--- config.mk ---
export PLATFORM = sky130hd
export DESIGN_NAME = uart_rx_ctrl
export DESIGN_NICKNAME = d
export VERILOG_FILES = /design/src/rtl/uart_rx_ctrl.sv
export SDC_FILE = /design/constraint.sdc
export NUM_CORES = 1
export LEC_CHECK = 0
export CORE_MARGIN = 8
export CORE_UTILIZATION = 25
export CTS_BUF_LIST = sky130_fd_sc_hd__clkbuf_2 sky130_fd_sc_hd__clkbuf_4 sky130_fd_sc_hd__clkbuf_8
export CTS_CLUSTER_DIAMETER = 80
export CTS_CLUSTER_SIZE = 40
export DETAILED_ROUTE_END_ITERATION = 7
export PLACE_DENSITY = 0.36
export SYNTH_ARGS = -nofsm -noshare
export SYNTH_HDL_FRONTEND = slang
export SYNTH_SLANG_ARGS = --single-unit
--- constraint.sdc ---
create_clock -name clk -period 3.6 [get_ports clk]
set_clock_uncertainty 0.15 [all_clocks]
set_input_delay 0.54 -clock clk [delete_from_list [all_inputs] [get_ports clk]]
set_output_delay 0.54 -clock clk [all_outputs]
set_load 0.01 [all_outputs]
--- src/rtl/uart_rx_ctrl.sv ---
// uart_rx_ctrl: sequencing controller for a UART receiver.
// Drives the receiver enable, pulls the receiver out of its error state with a
// fixed low window on rx_en, and captures completed bytes into a
// first-word-fall-through FIFO for the host.
//
// Optional feature macro: UART_RX_CTRL_STATS_EN
//   defined   -> saturating err_cnt / ovf_cnt with clr_stats
//   undefined -> err_cnt / ovf_cnt tied to 0, clr_stats ignored
//
// FSM states:
//   state       | meaning
//   ST_OFF      | receiver disabled, waiting for ctrl_en
//   ST_ARMED    | receiver enabled, watching for error edges
//   ST_RECOVER  | rx_en held low for RECOVER_CYCLES to clear the receiver error
module uart_rx_ctrl #(
    parameter int DEPTH          = 16,
    parameter int RECOVER_CYCLES = 16
) (
    input  logic                     clk,
    input  logic                     rst,
    input  logic                     ctrl_en,
    input  logic                     clr_stats,
    input  logic                     rx_bussy,
    input  logic                     rx_error,
    input  logic                     rx_valid,
    input  logic [7:0]               RX_DATA,
    output logic                     rx_en,
    input  logic                     rd_en,
    output logic [7:0]               rd_data,
    output logic                     empty,
    output logic                     full,
    output logic [$clog2(DEPTH):0]   level,
    output logic [7:0]               err_cnt,
    output logic [7:0]               ovf_cnt,
    output logic [1:0]               ctrl_state
);

    localparam int AW = $clog2(DEPTH);
    localparam int TW = (RECOVER_CYCLES > 1) ? $clog2(RECOVER_CYCLES) : 1;

    localparam logic [TW-1:0] TIMER_LOAD = TW'(RECOVER_CYCLES - 1);
    localparam logic [TW-1:0] TIMER_ONE  = TW'(1);
    localparam logic [AW-1:0] PTR_ONE    = AW'(1);
    localparam logic [AW:0]   LEVEL_ONE  = (AW+1)'(1);
    localparam logic [AW:0]   LEVEL_FULL = (AW+1)'(DEPTH);

    typedef enum logic [1:0] {
        ST_OFF     = 2'd0,
        ST_ARMED   = 2'd1,
        ST_RECOVER = 2'd2
    } state_t;

    state_t          r_state;
    logic            r_rx_en;
    logic [TW-1:0]   r_timer;

    logic            r_rx_error_d;
    logic            r_err_rise;
    logic            r_rx_valid_d;

    logic [7:0]      r_mem [DEPTH];
    logic [AW-1:0]   r_wr_ptr;
    logic [AW-1:0]   r_rd_ptr;
    logic [AW:0]     r_level;
    logic [7:0]      r_rd_data;

    logic            w_empty;
    logic            w_full;
    logic            w_push_req;
    logic            w_do_pop;
    logic            w_do_push;
    logic            w_drop;
    logic [AW-1:0]   w_rd_ptr_nxt;
    logic            w_head_is_new;

    // Receiver flags are registered once: the error edge is taken against the
    // registered copy and itself registered, so the FSM reacts one edge after
    // the rising level is first sampled.
    always_ff @(posedge clk) begin
        if (rst) begin
            r_rx_error_d <= 1'b0;
            r_err_rise   <= 1'b0;
            r_rx_valid_d <= 1'b0;
        end else begin
            r_rx_error_d <= rx_error;
            r_err_rise   <= rx_error & ~r_rx_error_d;
            r_rx_valid_d <= rx_valid;
        end
    end

    // Control FSM with registered rx_en and recovery down-counter.
    always_ff @(posedge clk) begin
        if (rst) begin
            r_state <= ST_OFF;
            r_rx_en <= 1'b0;
            r_timer <= '0;
        end else begin
            case (r_state)
                ST_OFF: begin
                    if (ctrl_en) begin
                        r_state <= ST_ARMED;
                        r_rx_en <= 1'b1;
                    end
                end
                ST_ARMED: begin
                    // Host disable takes priority over a coincident error edge.
                    if (!ctrl_en) begin
                        r_state <= ST_OFF;
                        r_rx_en <= 1'b0;
                    end else if (r_err_rise) begin
                        r_state <= ST_RECOVER;
                        r_rx_en <= 1'b0;
                        r_timer <= TIMER_LOAD;
                    end
                end
                ST_RECOVER: begin
                    // Terminal count reached after RECOVER_CYCLES low cycles.
                    if (r_timer == '0) begin
                        if (ctrl_en) begin
                            r_state <= ST_ARMED;
                            r_rx_en <= 1'b1;
                        end else begin
                            r_state <= ST_OFF;
                            r_rx_en <= 1'b0;
                        end
                    end else begin
                        r_timer <= r_timer - TIMER_ONE;
                    end
                end
                default: begin
                    r_state <= ST_OFF;
                    r_rx_en <= 1'b0;
                end
            endcase
        end
    end

    assign w_empty    = (r_level == '0);
    assign w_full     = (r_level == LEVEL_FULL);

    // A byte is taken whenever the stop-bit flag was seen and the receiver does
    // not report a bad stop bit, independent of the control state, so a frame
    // in flight when the host disables reception still lands in the FIFO.
    assign w_push_req = r_rx_valid_d & ~rx_error;
    assign w_do_pop   = rd_en & ~w_empty;
    assign w_do_push  = w_push_req & (~w_full | w_do_pop);
    assign w_drop     = w_push_req & w_full & ~w_do_pop;

    assign w_rd_ptr_nxt  = w_do_pop ? (r_rd_ptr + PTR_ONE) : r_rd_ptr;
    // The byte being written becomes the head when the FIFO is (or becomes) empty.
    assign w_head_is_new = w_do_push & (w_rd_ptr_nxt == r_wr_ptr);

    // FIFO storage; contents are not reset.
    always_ff @(posedge clk) begin
        if (w_do_push) begin
            r_mem[r_wr_ptr] <= RX_DATA;
        end
    end

    // FIFO pointers, occupancy counter and registered head.
    always_ff @(posedge clk) begin
        if (rst) begin
            r_wr_ptr  <= '0;
            r_rd_ptr  <= '0;
            r_level   <= '0;
            r_rd_data <= 8'h00;
        end else begin
            if (w_do_push) begin
                r_wr_ptr <= r_wr_ptr + PTR_ONE;
            end
            r_rd_ptr <= w_rd_ptr_nxt;

            case ({w_do_push, w_do_pop})
                2'b10:   r_level <= r_level + LEVEL_ONE;
                2'b01:   r_level <= r_level - LEVEL_ONE;
                default: r_level <= r_level;
            endcase

            if (w_head_is_new) begin
                r_rd_data <= RX_DATA;
            end else if (w_do_pop) begin
                r_rd_data <= r_mem[w_rd_ptr_nxt];
            end
        end
    end

`ifdef UART_RX_CTRL_STATS_EN
    logic [7:0] r_err_cnt;
    logic [7:0] r_ovf_cnt;
    logic       w_err_inc;

    // Errors only count while armed; edges during OFF or RECOVER are ignored.
    assign w_err_inc = (r_state == ST_ARMED) & r_err_rise;

    // Saturating statistics; a clear overrides any same-cycle increment.
    always_ff @(posedge clk) begin
        if (rst) begin
            r_err_cnt <= 8'h00;
            r_ovf_cnt <= 8'h00;
        end else if (clr_stats) begin
            r_err_cnt <= 8'h00;
            r_ovf_cnt <= 8'h00;
        end else begin
            if (w_err_inc && (r_err_cnt != 8'hFF)) begin
                r_err_cnt <= r_err_cnt + 8'd1;
            end
            if (w_drop && (r_ovf_cnt != 8'hFF)) begin
                r_ovf_cnt <= r_ovf_cnt + 8'd1;
            end
        end
    end

    assign err_cnt = r_err_cnt;
    assign ovf_cnt = r_ovf_cnt;
`else
    logic w_stats_unused;

    assign w_stats_unused = clr_stats ^ w_drop;
    assign err_cnt        = 8'h00;
    assign ovf_cnt        = 8'h00;
`endif

    // rx_bussy is informational; the controller never truncates a frame.
    logic w_unused;
    assign w_unused = rx_bussy;

    assign rx_en      = r_rx_en;
    assign ctrl_state = r_state;
    assign rd_data    = r_rd_data;
    assign empty      = w_empty;
    assign full       = w_full;
    assign level      = r_level;

endmodule

After elaboration in Yosys (flattened, before gate mapping)
Memory sizes are Yosys's and may differ from the RTL's. A register that Yosys moved wholly into a read port is not among the register bits.
Cells that the tools add are included.
{"block": "op_classes", "add_sub_neg": 5, "mul": 0, "div_mod_pow": 0, "order_cmp": 0, "n_eq_ne": 12, "n_shift": 0, "muxes": 20, "bitwise": 10, "reduce_logical": 8}
{"operator": "$mux W4", "n": 4}
{"operator": "$ne A2 B2 Y1 const B", "n": 5}
{"operator": "$pmux W5 S2", "n": 1}
{"operator": "$add A4 B1 Y4 const B", "n": 2}
{"operator": "$mux W1", "n": 8}
{"operator": "$mux W2", "n": 4}
{"operator": "$pmux W4 S2", "n": 1}
{"operator": "$pmux W2 S3", "n": 1}
{"operator": "$reduce_bool A2 Y1", "n": 3}
{"operator": "$add A5 B1 Y5 const B", "n": 1}
{"operator": "$and A1 B1 Y1", "n": 5}
{"operator": "$eq A5 B5 Y1 const B", "n": 1}
{"operator": "$logic_not A5 Y1", "n": 1}
{"operator": "$sub A5 B1 Y5 const B", "n": 1}
{"operator": "$eq A2 B1 Y1 const B", "n": 2}
{"operator": "$eq A2 B2 Y1 const B", "n": 2}
{"operator": "$eq A4 B4 Y1", "n": 1}
{"operator": "$logic_not A4 Y1", "n": 1}
{"operator": "$not A1 Y1", "n": 4}
{"operator": "$reduce_and A4 Y1", "n": 1}
{"operator": "$sub A4 B1 Y4 const B", "n": 1}
{"operator": "$ne A3 B3 Y1 const B", "n": 1}
{"operator": "$pmux W1 S3", "n": 1}
{"operator": "$reduce_and A3 Y1", "n": 1}
{"operator": "other kinds (2)", "n": 2}
{"block": "totals", "ff_bits": 23, "latchBits": 0, "ram_bits": 128, "mem_bits_ro": 0, "input_bits": 16, "output_inout_bits": 34, "wordCells": 65, "memories": 1}
{"name": "r_mem", "words": 16, "word_bits": 8, "rd": 1, "rd_ports_with_merged_regs": 1, "write_ports": 1, "line": "61", "text": "logic [7:0] r_mem [DEPTH];"}

Depth between registers and ports, before layout
Gate-level depths: netlist of run 1.
{"block": "depth", "ltp_word": 7, "depth_mapped": 11, "ltp_nobuf": 10}

Worst setup path after synthesis of run 1
No wires, ideal clock.
{"block": "synth_timing", "path_kind": "register -> register", "from": "register r_level[0] (netlist: level[0])", "to": "register r_level[4] (netlist: level[4])", "setup_ps": 132, "arrival_time_ps": 2597, "required_time_ps": 3318, "setup_slack_ps": 721, "stages_incl_launch_ff": 12, "path_buffers": 1, "period_less_slack_ps": 2879, "path_cell_list": "dfxtp_1 -> or4_1 -> buf_6 -> o21ai_4 -> nor2_1 -> fa_1 -> a21o_1 -> a21oi_1 -> and2_1 -> a21oi_1 -> a21oi_1 -> a21oi_1"}
{"block": "synth_between", "elab_chain_len": 7, "elab_cells_between_ends": 13, "cone_classes": "add/sub (2); eq/ne (3); mux (1); bitwise (5); reduce/logical (2)"}
{"element": "start: declaration", "line": "64", "text": "logic [AW:0] r_level;"}
{"element": "start signal: assignment", "line": "174", "text": "2'b10: r_level <= r_level + LEVEL_ONE;"}
{"element": "start signal: assignment", "line": "175", "text": "2'b01: r_level <= r_level - LEVEL_ONE;"}
{"element": "start signal: assignment", "line": "176", "text": "default: r_level <= r_level;"}
{"element": "$logic_not A5 Y1", "line": "138", "text": "assign w_empty = (r_level == '0);"}
{"element": "$not A1 Y1", "line": "145", "text": "assign w_do_pop = rd_en & ~w_empty;"}
{"element": "$and A1 B1 Y1", "line": "145"}
{"element": "$or A1 B1 Y1", "line": "146", "text": "assign w_do_push = w_push_req & (~w_full | w_do_pop);"}
{"element": "$and A1 B1 Y1", "line": "146"}
{"element": "$eq A2 B1 Y1 or $eq A2 B2 Y1 (tied branches)", "line": "173", "text": "case ({w_do_push, w_do_pop})"}
{"element": "$pmux W5 S2 or $reduce_bool A2 Y1 (tied branches)"}
Parallel ways exist; a longest one is shown, timed or not.
A chain may end at the register's enable or synchronous reset.

Final worst setup path of run 1
{"block": "layout_timing", "from": "register r_level[4] (netlist: level[4])", "to": "output port full"}
{"block": "layout_between", "elab_chain_len": 1}
{"element": "$eq A5 B5 Y1", "line": "139", "text": "assign w_full = (r_level == LEVEL_FULL);"}
{"element": "end: declaration", "line": "31", "text": "output logic full,"}
No other way between the ends.

==> results of run 1 <==
cells by family after synthesis:
logic type / Yosys count / synth area share, %
adder cells (fa/ha/maj): 10 / 1.753
AND/OR/NAND/NOR: 133 / 8.449
buffers and inverters: 65 / 4.563
AO/OA/AOI/OAI: 137 / 13.54
multiplexers: 67 / 10.38
XOR/XNOR: 18 / 2.265
other: 1 / 0.04956
flip-flops: 159 / 58.99
synthesized netlist by cell type, types with 3 or more instances:
master / instances
a211oi_1: 11
a21oi_1: 40
a311oi_1: 4
a31oi_1: 3
a32o_1: 7
a41oi_1: 7
buf_2: 14
buf_4: 18
clkbuf_1: 17
dfxtp_1: 31
edfxtp_1: 128
ha_1: 9
inv_1: 9
mux2i_1: 56
mux4_2: 9
nand2_1: 35
nand2b_1: 4
nand3_1: 6
nand3b_1: 4
nor2_1: 44
nor2b_1: 7
nor3_1: 12
o2111ai_1: 8
o21ai_0: 15
o21bai_1: 7
o221a_2: 8
o221ai_1: 14
or2_2: 7
xnor2_1: 9
xor2_1: 8
worst max-delay path, cell delays in order, from the launching register on:
cell and delay, ns:
dfxtp_1 0.81, inv_1 0.33, nor2_1 0.22, clkdlybuf4s50_1 0.56
final cells by class:
type	count	area (sq um)
Timing Repair Buffer	67	605.6
Inverter	11	41.29
Fill cell	2994	20870
Multi-Input combinational cell	381	2820
Tap cell	390	488.0
Clock inverter	14	197.7
Clock buffer	17	234.0
Sequential cell	159	4466
power groups by stage:
stage / registers (uW) / clock network (uW) / logic [uW]
2_1_floorplan: 2190 / 0 / 1390
3_3_place_gp: 2220 / 0 / 2110
3_5_place_dp: 2230 / 0 / 2130
4_1_cts: 2190 / 1510 / 2140
5_1_grt: 2200 / 1590 / 2290
6_report: 2190 / 1460 / 2090
registers in the layout, summed over array words and instances, names as in the netlist:
register and count:
r_rd_ptr 4, r_mem 128, r_timer 4, r_rx_valid_d 1
r_rx_error_d 1, r_wr_ptr 4, rx_en 1, level 5
rd_data 8, ctrl_state 2, r_err_rise 1
layer usage:
layer | part of all wire, % | track usage (%)
met3 | 4.2 | 2.563
met4 | 0.31 | 2.285
met2 | 46 | 18.27
met5 | 0 | 0
met1 | 49 | 16.10
final timing paths:
kind,start,endpoint,slack (ns)
setup reg to reg,level[0]$_SDFFE_PP0P_,level[4]$_SDFFE_PP0P_,0.67
setup / recovery,level[4]$_SDFFE_PP0P_,full,0.53
hold / removal,r_rx_error_d$_SDFF_PP0_,r_err_rise$_SDFF_PP0_,0.24
hold reg to reg,r_rx_error_d$_SDFF_PP0_,r_err_rise$_SDFF_PP0_,0.24
through the flow:
stage / hold slack [ns] / std cells / worst slack (ns) / utilization (%) / total power (uW)
after global placement: 0.2336 / 1008 / 0.2061 / 28.34 / 4336
after global routing: 0.2718 / 1039 / 0.3763 / 29.79 / 6080
after detailed placement: 0.2328 / 1008 / 0.1989 / 28.34 / 4359
final: 0.2402 / 1039 / 0.5297 / 29.79 / 5735
after floorplan: 0.2174 / 605 / 0.7211 / - / 3579
after CTS: 0.2469 / 1039 / 0.4568 / 29.79 / 5839
==> results.txt, run 1 <==
The run finished with clean final reports. The critical path is of the reg2out type. Across the VDD grid, the largest voltage drop is 0.0002715 V. The final critical-path required period was 3.070 ns. For this block, the routed nets add up to 20.75 mm of wire. In this run the remaining antenna-violating nets after routing total 0. For the total overflow reported by the global router, the log shows 0.

Of the post-synthesis cell area, the dominant cell type holds 50.79%. Of all cell types, the one taking the most synthesized area is edfxtp_1. The count of buffers added on input and output ports is 31.

A synthesized cell averages 12.83 sq um. In the final design database the tool counted 663 nets. At the later pin of the worst-skew pair, clock insertion delay measures 0.45 ns. Across all layers, the routed design uses 4968 vias. The number of cells traversed by the worst register-to-register path came out at 10.

The HPWL after detailed placement is 13.98 mm. Number of vias per cell: 4.782. The run gives 36.4% as the combinational share of power. In this run the worst path has a maximum fanout of 16. Leaving out fill and tap cells, the most frequent cells in the layout are edfxtp_1, mux2i_1, nor2_1, a21oi_1, nand2_1. Cell internal power was estimated by the tool at 3680 uW. Dividing the detail-routed wire length by the instance count gives 19.97 um.

The die outline height was 190.0 um; the area of the core was 29720 sq um. The clock root buffer was clkbuf_8. In the synthesized netlist the dominant register cell turns out to be edfxtp_1. The number of cells on the worst hold path is 1, and the final count of negative-setup-slack endpoints is 0.

Derived from the worst setup path, the maximum achievable clock frequency is 325.7 MHz. In this run, synthesis inferred 128 flip-flops with an integrated enable. The logs give 8852 sq um for the total non-filler cell area in the finished layout and 0 for the count of cells resized by post-cts repair.

50 I/O pins were placed. The tools report the endpoint class of the critical path as an output pin. In this run the number of H-tree levels came out at 4. The logs give 2.38 ns for the endpoint arrival time on the critical path and 590 for the post-synthesis cell count. Entering global routing, the biggest net connects 35 pins.

After synthesis, flip-flops and latches occupy 58.99% of the total area. TritonCTS built the clock tree. The starting density of the core came out at 25.46%. No sink is reached through more buffers than the 2 on the longest clock path. For the pin with the worst max-slew slack, the measured transition is 0.9581 ns.

The run gives 63 as the number of rows created at floorplan. Hold violation count in the final report: 0. The congestion estimate from routability-driven global placement came to 0.7239. After layout, the worst path uses 85.29% of the clock period.

The run gives 36090 sq um as the total die area. The run gives 17 as the TritonCTS buffer count. Sorting the synthesized cells by area gives the leading types as edfxtp_1, dfxtp_1, mux2i_1. Leaving out fill and tap cells, the most frequent cell in the layout is edfxtp_1. The logs give 25.5% for the clock power share and 0 for the buffers inserted during post-CTS setup optimization. The layout-stage area growth over the synthesis result is 16.98%.

The number of hold buffers added after CTS was 0. The first detailed-routing pass took 4 iterations. Max-slew violation total from the final report: 0. For the worst slew margin relative to its limit, the log shows 35.93%. The tools report the count of cell types in the netlist as 59. Net switching is 35.83% of the power. The ratio of cells with drive above 1 in the final layout came out at 15.87%. The net switching power of the design is 2055 uW. Clock sink total: 159.

The violation count after the first detailed-route iteration came out at 265. The number of antenna violations at the first check in global routing was 0. In this run the power density over the cells is 647.8 nW/um^2.

In the synthesized netlist the async set-or-reset flop fraction comes to 0%. The first global-routing pass estimated 31.53 mm of wire. After detailed routing, the number of remaining DRC violations is 0.

Adding up every negative setup slack in the final design gives 0 ns. The tools report the required arrival time at the worst endpoint as 2.91 ns. Synthesized cell area: 7567 sq um. Setup repair after global routing left no endpoint under its margin.

Startpoint kind of the worst setup timing path: a register. After detailed placement, the total cell area comes to 8421 sq um. In this run the worst hold path is classified as reg2reg.

The total routing resource utilization after global routing is 11.58%, and the total of flip-flops plus latches after synthesis is 159. The number of global-route vias before repair was 5041; the number of warnings issued by yosys was 0. Floorplan die width: 190.0 um. The logs give 0 for the number of inserted diodes and 0.002800 uW for the static leakage power. Clock edge transition at the registers on the reported setup and hold paths: 0.10 ns. The share of power burned in registers was 38.1%; the count of max-cap constraint violations was 0.
Note: power is estimated with default switching activity, not from simulation.
==> inputs of run 2 (changes only) <==
--- a/config.mk
+++ b/config.mk
@@ -11,6 +11,7 @@
 export CTS_CLUSTER_DIAMETER = 80
 export CTS_CLUSTER_SIZE = 40
 export DETAILED_ROUTE_END_ITERATION = 7
+export HOLD_SLACK_MARGIN = 0.1
 export PLACE_DENSITY = 0.36
 export SYNTH_ARGS = -nofsm -noshare
 export SYNTH_HDL_FRONTEND = slang
==> results of run 2 <==
The final DEF is identical to that of run 1; final timing and power are the same.
